`src/rtl/mem_arbiter.sv`:
```
// Two-port arbiter for the single-port data memory; round-robin, or fixed priority with ARB_FIXED_PRIO_EN.
// Latency: REQ sampled in IDLE -> one ACCESS cycle -> registered ACK pulse; 3 cycles per access.
// Backpressure: one access at a time; a losing or re-raised REQ simply waits for the next IDLE.
module mem_arbiter #(
   parameter int SIZE = 32
) (
   input  logic            CLK,
   input  logic            RST_n,
   input  logic            REQ0,
   input  logic            REQ1,
   input  logic            WE0,
   input  logic            WE1,
   input  logic [SIZE-1:0] ADDR0,
   input  logic [SIZE-1:0] ADDR1,
   input  logic [SIZE-1:0] WDATA0,
   input  logic [SIZE-1:0] WDATA1,
   output logic            ACK0,
   output logic            ACK1,
   output logic [SIZE-1:0] RDATA0,
   output logic [SIZE-1:0] RDATA1,
   output logic            MEM_WE,
   output logic [SIZE-1:0] MEM_ADDR,
   output logic [SIZE-1:0] MEM_DIN,
   input  logic [SIZE-1:0] MEM_DOUT
);

   typedef enum logic [1:0] {
      IDLE   = 2'd0,
      ACCESS = 2'd1,
      DONE   = 2'd2
   } state_t;

   state_t state, state_nxt;
   logic   gnt, gnt_nxt;
   logic   last_gnt, last_gnt_nxt;
   logic   winner;
   logic   gnt_we;

`ifdef ARB_FIXED_PRIO_EN
   // last_gnt is still tracked so both builds share the same state register.
   always_comb begin
      winner = ~REQ0;
   end
`else
   always_comb begin
      winner = (REQ0 & REQ1) ? ~last_gnt : REQ1;
   end
`endif

   always_comb begin
      state_nxt    = state;
      gnt_nxt      = gnt;
      last_gnt_nxt = last_gnt;
      case (state)
         IDLE: begin
            if (REQ0 | REQ1) begin
               state_nxt    = ACCESS;
               gnt_nxt      = winner;
               last_gnt_nxt = winner;
            end
         end
         ACCESS:  state_nxt = DONE;
         DONE:    state_nxt = IDLE;
         default: state_nxt = IDLE;
      endcase
   end

   always_ff @(posedge CLK or negedge RST_n) begin
      if (!RST_n) begin
         state    <= IDLE;
         gnt      <= 1'b0;
         last_gnt <= 1'b1;
      end else begin
         state    <= state_nxt;
         gnt      <= gnt_nxt;
         last_gnt <= last_gnt_nxt;
      end
   end

   // Driven only from registered state and held request inputs, so stable across the negedge.
   assign gnt_we   = gnt ? WE1 : WE0;
   assign MEM_WE   = (state == ACCESS) & gnt_we;
   assign MEM_ADDR = gnt ? ADDR1 : ADDR0;
   assign MEM_DIN  = gnt ? WDATA1 : WDATA0;

   always_ff @(posedge CLK or negedge RST_n) begin
      if (!RST_n) begin
         ACK0   <= 1'b0;
         ACK1   <= 1'b0;
         RDATA0 <= '0;
         RDATA1 <= '0;
      end else begin
         ACK0 <= (state == ACCESS) & ~gnt;
         ACK1 <= (state == ACCESS) & gnt;
         if ((state == ACCESS) && !gnt_we) begin
            if (gnt) RDATA1 <= MEM_DOUT;
            else     RDATA0 <= MEM_DOUT;
         end
      end
   end

endmodule
```
`config.mk`:
```
export PLATFORM = sky130hd
export DESIGN_NAME = mem_arbiter
export DESIGN_NICKNAME = d
export VERILOG_FILES = /design/src/rtl/mem_arbiter.sv
export SDC_FILE = /design/constraint.sdc
export NUM_CORES = 1
export LEC_CHECK = 0
export CAP_MARGIN = 5
export CORE_AREA = 3 3 114 116
export DETAILED_ROUTE_END_ITERATION = 12
export DIE_AREA = 0 0 117 119
export HOLD_SLACK_MARGIN = 0.15
export PLACE_DENSITY_LB_ADDON = 0.12
export SLEW_MARGIN = 20
export SYNTH_ARGS = -nofsm -noshare
export SYNTH_HDL_FRONTEND = slang
export SYNTH_SLANG_ARGS = --single-unit
```
`constraint.sdc`:
```
create_clock -name CLK -period 1.68 [get_ports CLK]
set_input_delay 0.252 -clock CLK [delete_from_list [all_inputs] [get_ports CLK]]
set_output_delay 0.252 -clock CLK [all_outputs]
set_load 0.02 [all_outputs]
```
==> key figures, run 1 <==
Worst setup path
  • Critical path required time: 1430 ps
  • FF-to-FF path depth: 6
  • Worst Setup Start Kind: flip-flop
  • Capturing point of the worst reg2reg path: RDATA0[26]
  • Largest fanout on the critical path: 15
  • Reg2reg setup slack: -140 ps
  • Worst flop-to-flop path startpoint: gnt
  • WS Path Type: reg -> out
  • Crit path DAT: 1610 ps
  • Worst Setup End Kind: output port

Floorplanning
  • Die ar.: 0.0139 mm²
  • Die height: 119 µm
  • Ports: 297
  • Initial Utilization: 28.5%
  • Num rows: 40
  • Die width: 117 µm
  • Core area: 0.0120 mm²

Detailed routing
  • Routed WL: 14.0 mm
  • Final antenna-violating net count: 0
  • 1st-iter DRT viols: 136
  • Vias: 3158
  • Drt wl/cell: 19.9 µm
  • Vias per cell: 4.49
  • TritonRoute pass-1 iters: 6
  • DRC violations left: 0

Outcome
  • Failing checks: negative setup slack
  • Status: complete, but fails checks

Power
  • Clock share of power: 14.0%
  • Power Dens Cells: 1760 mW/mm²
  • Sw Share: 37.1%
  • Sequential power share: 24.3%
  • Int Power: 7.80 mW
  • Maximum VDD drop: 0.000734 V
  • Pleak: 3.01 nW
  • NetSw: 4.60 mW
  • Logic pwr share: 61.7%

Yosys
  • Register bit total from synthesis: 70
  • Synth Instances: 228
  • Post-Syn Nets: 394
  • Yosys cell types: 20
  • Mapped cell area: 0.00343 mm²
  • Share of the yosys chip area belonging to registers: 51.2%
  • Synthesis warning total: 0
  • Mean post-synth cell area: 15.0 µm²

Global route
  • Initial antenna violation count: 0
  • Largest net degree at the start of global routing: 71
  • Vias in the first global route: 3455
  • Gr ovfl total: 0
  • First-pass GRT wire length: 19.3 mm
  • GRT Resource Usage Total: 18.3%

Final layout
  • Share of cells above drive strength 1: 42.2%
  • Area grow syn2layout: 105%
  • Final net count: 717
  • Fin area: 0.00704 mm²

STA
  • Peak Freq: 0.536 GHz
  • Slew HR: 75.2%
  • Fin crit period: 1860 ps
  • Clk_skew: 8.94 ps
  • Hold violation total from the final report: 0
  • Final Max Slew Viols: 0
  • Final worst path period share: 111%
  • Slack of the critical path: -185 ps
  • Setup Viol. Count Final: 121
  • Slew @ Worst Pin: 372 ps
  • Hold Slack: 486 ps
  • RSZ-0062 raised after global routing: true

Clocking
  • Root Buffer: clkbuf_16
  • CTS H-tree lvls: 3
  • Clock Latency Late Sink: 320 ps
  • Sink Count: 70
  • CTS tree: done
  • CTS Buffer Depth: 2
  • Total CTS buffers: 9
  • Clk slew on worst S/H paths: 50 ps

Place
  • Placed cell areas: 0.00662 mm²
  • RePlAce Congestion: 0.854
  • Port buffer count: 296
  • DP Wirelength: 10.9 mm

Min path
  • WHS Endpoint: RDATA1[25]
  • Worst min path class: reg -> reg
  • Hold path depth: 1
  • Hold path start: RDATA1[25]

Run
  • Max-cap violations: 0
routing by layer:
layer | share of wire (%) | wire length (µm) | vias up | global-route usage (%)
met5 | 0 | 0 | - | 0
met4 | 1.1 | 157 | 0 | 4.01
met3 | 9.5 | 1340 | 15 | 7.01
li1 | - | - | 1475 | -
met1 | 41 | 5710 | 1508 | 22.4
met2 | 49 | 6830 | 160 | 30.5
worst max-delay path by stage:
stage          startpoint           to  cells past startpoint
2_1_floorplan         gnt  MEM_DIN[14]                      4
3_3_place_gp          WE0   RDATA0[19]                      5
3_5_place_dp          WE0   RDATA0[15]                      5
4_1_cts               gnt  MEM_ADDR[8]                      3
5_1_grt               gnt   MEM_DIN[3]                      4
6_report              gnt  MEM_ADDR[0]                      4
what timing repair did:
| item | 4_1_cts | 5_1_grt |
|---|---|---|
| pin swaps | 1 | 0 |
| gates resized for setup | 206 | 117 |
| buffers inserted | 0 | 10 |
| cloned | 0 | 7 |
| setup endpoints to repair | 94 | 111 |
| hold endpoints to repair | 69 | 0 |
| hold buffers | 1 | 0 |
cells by family (layout without fill, tap and decap cells):
family                 Yosys count  after routing  share of synthesized area, %
other                            0              2                             0
and+or+nand+nor                 10             10                          2.37
muxes                          129            129                          42.4
DFF                             70             70                          51.2
AOI/OAI and AO/OA                3              3                         0.730
buffers and inverters           16            343                          3.40
per-stage QoR:
stage | std cells | TNS, ps | power [mW] | util (%) | setup slack (ps)
floorplan | 228 | 0 | 6.74 | - | 137
global placement | 669 | -13010 | 10.3 | 55.1 | -178
detailed placement | 669 | -13290 | 10.4 | 55.1 | -183
CTS | 685 | -7610 | 11.8 | 56.0 | -235
global route | 702 | -17350 | 13.1 | 58.5 | -239
finish | 704 | -10380 | 12.4 | 58.6 | -185
placed cells by master (no fill, tap or decap):
cell and count:
nor4b_4 1, a32o_1 1, dfstp_2 1, clkinvlp_4 2, diode_2 2, nor4b_1 1
mux2_1 8, mux2i_1 1, inv_1 1, clkbuf_8 2, clkinv_2 1, clkdlybuf4s50_1 230
nand2b_1 1, clkbuf_2 5, mux2_4 16, a21o_1 1, or3b_2 1, dlygate4sd3_1 1
nand2_1 1, and2_1 1, o21a_1 1, dfrtp_1 68, mux2_2 104, clkbuf_1 1
buf_4 26, buf_2 31, clkbuf_16 14, buf_6 22, nor2_1 3, dfrtp_2 1
clkdlybuf4s15_1 1, and4bb_4 1, buf_12 6
critical path, stage by stage, from the launching register on:
cell       delay, ps
dfrtp_2          460
buf_4            160
clkbuf_16        170
mux2_2           330
buf_2            160
registers in the layout (all words and copies together) (netlist names):
name      count
RDATA0       32
RDATA1       32
state         2
ACK0          1
ACK1          1
gnt           1
last_gnt      1
final cells by class:
cell class	instances	area, µm²
Fill cell	1042	4980
Inverter	1	3.75
Timing Repair Buffer	327	3190
Multi-Input combinational cell	142	1620
Tap cell	147	184
Clock buffer	12	256
Sequential cell	70	1750
Clock inverter	3	20.0
Antenna cell	2	5.00
synth_stat cells (all sizes together):
cell type	count	area share, %
clkbuf	1	0.15
and2	1	0.18
or3b	1	0.26
nor4b	2	0.95
a32o	1	0.29
and4bb	1	0.37
inv	1	0.11
nor2	3	0.33
dfrtp	69	50
mux2	128	42
a21o	1	0.22
nand2	1	0.11
o21a	1	0.22
nand2b	1	0.18
dfstp	1	0.77
buf	14	3.1
mux2i	1	0.29
power by group through the flow:
stage               logic, mW  registers (mW)  clock network (mW)
global placement         7.30            3.00                   0
floorplan                2.76            3.98                   0
detailed placement       7.33            3.04                   0
global route             8.06            3.13                1.88
CTS                      7.02            3.02                1.79
finish                   7.65            3.02                1.73
Note: power is estimated with default switching activity, not from simulation.
==> run 2: changes to the inputs <==
Settings changed: CORE_AREA 3 3 114 116 to 2 2 117 119, DIE_AREA 0 0 117 119 to 0 0 119 121.
==> key figures, run 2 (synthesized netlist as in run 1, its figures left out) <==
Place
  • Port buffer count: 296 (unchanged)
  • Worst slack, placed: -156 ps (+27.3 ps)
  • DP Wirelength: 10.8 mm (-0.18%)
  • Placed cell areas: 0.00666 mm² (+0.70%)
  • RePlAce Congestion: 0.777 (-9.1%)

Final layout
  • Area grow syn2layout: 114%
  • Most frequent cells in the layout: clkdlybuf4s50_1 (230), mux2_2 (83), dfrtp_1 (68), buf_6 (46), mux2_4 (37)
  • Share of cells above drive strength 1: 41.9% (-0.27 points)
  • Final net count: 710 (-0.98%)
  • Most common cell after layout, fill and taps aside: clkdlybuf4s50_1
  • Final core utilization: 56.0% (-2.6 points)
  • Fin area: 0.00733 mm² (+4.1%)
  • Fillers: 1103 (+5.9%)
  • Top flop regs: RDATA0 x32, RDATA1 x32, state x2

Power
  • Maximum VDD drop: 0.000623 V (-15%)
  • Power Dens Cells: 1780 mW/mm² (+0.93%)
  • Pleak: 3.15 nW (+4.7%)

Global route
  • GR met2 Demand/Resource: 31.1% (+0.63 points)
  • Met1 Usage GRT: 21.2% (-1.2 points)
  • Largest net degree at the start of global routing: 27 (-62%)
  • First-pass GRT wire length: 19.6 mm (+1.8%)
  • GR peak layer: met2
  • GRT Resource Usage Total: 18.1% (-0.22 points)
  • Met3 usage: 6.39% (-0.62 points)
  • Vias in the first global route: 3387 (-2.0%)
  • Initial antenna violation count: 2 (+2)
  • Gr ovfl total: 0 (unchanged)

Worst setup path
  • WS Path Type: reg -> out
  • Largest fanout on the critical path: 6 (-9)
  • Worst Setup End Kind: output port
  • CP cell instances: buf_12 > buf_12 > buf_12 > mux2_4 > buf_6
  • Slowest stage delay, CP: 440 ps (-20 ps)
  • CP max-delay cell: dfrtp_2
  • Most common cell on crit path: buf_12
  • Crit path DAT: 1610 ps (about the same)
  • Critical path required time: 1430 ps (about the same)
  • Worst Setup Start Kind: flip-flop

STA
  • Hold violation total from the final report: 0 (unchanged)
  • Setup Viol. Count Final: 62 (-49%)
  • Total negative slack: -4700 ps (+5680 ps)
  • RSZ-0062 raised after global routing: true
  • Slew @ Worst Pin: 305 ps (-67.1 ps)
  • Slew HR: 79.4% (+4.2 points)
  • Fin crit period: 1860 ps (-4.11 ps)
  • Clk_skew: 4.95 ps (-3.99 ps)
  • Peak Freq: 0.537 GHz (+0.22%)
  • Final Max Slew Viols: 0 (unchanged)
  • Final worst path period share: 111% (-0.24 points)
  • Slack of the critical path: -181 ps (+4.11 ps)

Run
  • Max-cap violations: 0 (unchanged)

Detailed routing
  • Vias: 3164 (+0.19%)
  • TritonRoute pass-1 iters: 4 (-2)
  • DRC violations left: 0 (unchanged)
  • Final antenna-violating net count: 0 (unchanged)
  • Routed WL: 13.9 mm (-0.69%)
  • 1st-iter DRT viols: 120 (-12%)
  • Drt wl/cell: 19.2 µm (-3.7%)
  • Vias per cell: 4.36 (-2.8%)

Floorplanning
  • Num rows: 42 (+5.0%)
  • Die ar.: 0.0144 mm² (+3.4%)
  • Ports: 297 (unchanged)
  • Die width: 119 µm (+1.7%)
  • Die height: 121 µm (+1.7%)
  • Core area: 0.0131 mm² (+8.9%)
  • Initial Utilization: 26.2% (-2.3 points)

Clocking
  • Clock Latency Late Sink: 320 ps (about the same)
  • CTS H-tree lvls: 3 (unchanged)
  • CTS Buffer Depth: 2 (unchanged)
  • CTS tree: done
  • Total CTS buffers: 9 (unchanged)
  • Sink Count: 70 (unchanged)
  • Root Buffer: clkbuf_16
  • Clk slew on worst S/H paths: 60 ps (about the same)

Outcome
  • Status: complete, but fails checks
  • Failing checks: negative setup slack

Min path
  • Worst min path class: in -> async
[run 2: cell count changes in the layout (fill, tap and decap cells not counted), moves of 14 or more]
cell    delta
mux2_2    -21
mux2_4    +21
buf_6     +24
buf_4     -14
buf_2     -17
[run 2: per-stage QoR]
stage / power (mW) / hold slack, ps / cells
2_1_floorplan: 6.74 / -43.6 / 228
3_5_place_dp: 10.4 / 159 / 695
5_1_grt: 13.7 / 385 / 726
6_report: 13.0 / 358 / 726
4_1_cts: 12.4 / 364 / 720
3_3_place_gp: 10.3 / 155 / 695
[run 2: final timing paths]
kind / from / endpoint / slack, ps / cells past startpoint
max: gnt / MEM_ADDR[0] / -180 / 5
min: RST_n / RDATA1[29] / 360 / 2
max reg2reg: gnt / RDATA0[31] / 40 / 5
min reg2reg: RDATA1[23] / RDATA1[23] / 480 / 1
max in group asynchronous: RST_n / last_gnt / 770 / 3
min in group CLK: RDATA1[23] / RDATA1[23] / 480 / 1
[run 2: layer usage]
metal / part of all wire, % / up-vias
met3: 8.2 / 15
met2: 52 / 152
li1: - / 1469
met1: 39 / 1526
met5: 0.057 / -
met4: 1.3 / 2
[run 2: layout make-up]
| type | instances | area [µm²] | share of cell area (%) |
|---|---|---|---|
| Antenna cell | 1 | 2.50 | 0.0342 |
| Clock buffer | 10 | 239 | 3.26 |
| Clock inverter | 6 | 70.1 | 0.956 |
| Inverter | 1 | 3.75 | 0.0512 |
| Multi-Input combinational cell | 142 | 1700 | 23.2 |
| Sequential cell | 70 | 1750 | 23.9 |
| Tap cell | 176 | 220 | 3.01 |
| Timing Repair Buffer | 320 | 3340 | 45.6 |
[run 2: what timing repair did]
item | CTS | global route
buffers inserted | 6 | 2
endpoints found under the setup margin | 96 | 89
resized for setup | 272 | 120
hold buffers | 1 | 0
pin swaps | 1 | 0
endpoints found under the hold margin | 60 | 0
gates cloned | 2 | 3
[run 2: worst max-delay path: cells and delay by family, from the launching register on]
| kind | cells | cell delay, ps |
|---|---|---|
| buffers and inverters | 4 | 550 |
| flip-flops | 1 | 440 |
| multiplexers | 1 | 290 |
[run 2: report_power, final]
| group | total (mW) | switching [mW] | internal, mW | leakage, nW |
|---|---|---|---|---|
| Sequential | 3.02 | 0.463 | 2.55 | 0.839 |
| Clock | 1.90 | 0.706 | 1.20 | 0.147 |
| Combinational | 8.11 | 3.54 | 4.57 | 2.16 |
==> run 3: changes to the inputs <==
Settings changed: CAP_MARGIN 5 to unset, CORE_AREA 2 2 117 119 to 2 2 115 117, DIE_AREA 0 0 119 121 to 0 0 117 119.
Clock period 1.68 ns to 1.6 ns, I/O delays scaled along.
==> key figures, run 3 (synthesized netlist as in run 1, its figures left out) <==
Worst setup path
  • Worst flop-to-flop path startpoint: gnt
  • Worst Setup Start Kind: flip-flop
  • FF-to-FF path depth: 6 (+1)
  • Largest fanout on the critical path: 15 (+9)
  • Crit path DAT: 1540 ps (-70 ps)
  • WS Path Type: reg -> out
  • Reg2reg setup slack: -160 ps (-200 ps)
  • Capturing point of the worst reg2reg path: RDATA0[13]
  • Critical path required time: 1360 ps (-70 ps)
  • Worst Setup End Kind: output port

Final layout
  • Top flop regs: RDATA0 x32, RDATA1 x32, state x2
  • Area grow syn2layout: 122%
  • N_diodes: 0 (-1)
  • Share of cells above drive strength 1: 43.8% (+1.9 points)
  • Area of the multi-input gates: 0.00193 mm² (+13%)
  • Final net count: 714 (+0.56%)
  • Fillers: 1102 (-0.091%)
  • Fin area: 0.00761 mm² (+3.9%)
  • Reg area: 0.00175 mm² (unchanged)
  • Most frequent cells in the layout: clkdlybuf4s50_1 (226), mux2_4 (97), dfrtp_1 (68), buf_6 (36), mux2_2 (31)
  • Final core utilization: 59.1% (+3.1 points)
  • Most common cell after layout, fill and taps aside: clkdlybuf4s50_1

Global route
  • GRT Resource Usage Total: 18.2% (+0.12 points)
  • Initial antenna violation count: 0 (-2)
  • Gr ovfl total: 0 (unchanged)
  • First-pass GRT wire length: 18.8 mm (-4.3%)
  • Largest net degree at the start of global routing: 34 (+26%)
  • Vias in the first global route: 3332 (-1.6%)

Clocking
  • Clock Latency Late Sink: 330 ps (about the same)
  • Root Buffer: clkbuf_16
  • CTS H-tree lvls: 3 (unchanged)
  • Clk slew on worst S/H paths: 50 ps (about the same)
  • CTS tree: done
  • Sink Count: 70 (unchanged)
  • CTS Buffer Depth: 2 (unchanged)
  • Total CTS buffers: 9 (unchanged)

Outcome
  • Status: complete, but fails checks
  • Failing checks: negative setup slack

STA
  • Fin crit period: 1780 ps
  • Clk_skew: 10.1 ps (+5.17 ps)
  • Slew @ Worst Pin: 451 ps (+147 ps)
  • Final worst path period share: 112%
  • Final Max Slew Viols: 0 (unchanged)
  • Slack of the critical path: -184 ps (-3.53 ps)
  • Peak Freq: 0.560 GHz
  • RSZ-0062 raised after global routing: true
  • Setup Viol. Count Final: 128 (+110%)
  • Slew HR: 69.9% (-9.5 points)
  • Hold violation total from the final report: 0 (unchanged)

Floorplanning
  • Ports: 297 (unchanged)
  • Die width: 117 µm (-1.7%)
  • Num rows: 42 (unchanged)
  • Die ar.: 0.0139 mm² (-3.3%)
  • Die height: 119 µm (-1.7%)
  • Initial Utilization: 26.6% (+0.43 points)
  • Core area: 0.0129 mm² (-1.6%)

Place
  • RePlAce Congestion: 0.779 (+0.30%)
  • Placed cell areas: 0.00665 mm² (-0.23%)
  • DP Wirelength: 10.3 mm (-4.6%)
  • Port buffer count: 296 (unchanged)

Min path
  • Worst min path class: in -> async

Detailed routing
  • Final antenna-violating net count: 0 (unchanged)
  • Vias per cell: 4.38 (+0.50%)
  • Routed WL: 14.1 mm (+0.79%)
  • Drt wl/cell: 19.3 µm (+0.37%)
  • DRC violations left: 0 (unchanged)
  • Vias: 3193 (+0.92%)
  • TritonRoute pass-1 iters: 4 (unchanged)
  • 1st-iter DRT viols: 115 (-4.2%)

Power
  • Pleak: 3.39 nW (+7.8%)
  • Power Dens Cells: 1890 mW/mm² (+6.3%)
  • Maximum VDD drop: 0.000619 V (-0.65%)

Run
  • Max-cap violations: 0 (unchanged)
[run 3: final cells by class]
| cell class | instances | share of cell area (%) |
|---|---|---|
| Timing Repair Buffer | 324 | 44.7 |
| Multi-Input combinational cell | 142 | 25.3 |
| Sequential cell | 70 | 23.0 |
| Clock buffer | 10 | 3.14 |
| Tap cell | 176 | 2.89 |
| Clock inverter | 6 | 0.904 |
| Inverter | 1 | 0.0493 |
[run 3: report_power, final]
group	switching, mW	internal [mW]
Clock	0.768	1.26
Sequential	0.525	2.68
Combinational	3.81	5.35
Total	5.10	9.29
[run 3: layer usage]
metal	wire [µm]	vias to the layer above	GRT usage, %
li1	-	1472	-
met1	5570	1570	20.9
met2	7490	147	33.3
met3	923	4	4.68
met4	71	0	4.41
met5	0	-	0
[run 3: worst max-delay path, stage by stage (launching register included)]
cell	delay, ps
dfrtp_2	430
buf_12	130
buf_16	140
mux2_2	350
buf_4	160
[run 3: how the worst max path moves through the flow]
| stage | start | endpoint | depth (start not counted) |
|---|---|---|---|
| finish | gnt | MEM_DIN[0] | 4 |
| global route | gnt | MEM_DIN[0] | 4 |
| CTS | gnt | MEM_DIN[25] | 4 |
| detailed placement | gnt | MEM_DIN[0] | 3 |
| global placement | WE0 | RDATA0[0] | 4 |
| floorplan | gnt | RDATA0[10] | 4 |
[run 3: per-stage QoR]
stage | total power, mW | setup TNS [ps] | setup slack, ps | cells | hold WS, ps
6_report | 14.4 | -18030 | -184 | 729 | 416
2_1_floorplan | 7.08 | 0 | 62.0 | 228 | -55.6
4_1_cts | 13.1 | -19170 | -202 | 720 | 435
5_1_grt | 15.1 | -24940 | -235 | 729 | 461
3_3_place_gp | 10.8 | -23240 | -248 | 696 | 221
3_5_place_dp | 10.9 | -23560 | -247 | 696 | 227
[run 3: timing repair]
item / 4_1_cts / 5_1_grt
buffers inserted: 4 / 1
gates resized for setup: 307 / 134
cloned: 3 / 8
setup endpoints to repair: 129 / 131
endpoints found under the hold margin: 30 / 0
hold buffers: 1 / 0
pin swaps: 1 / 0
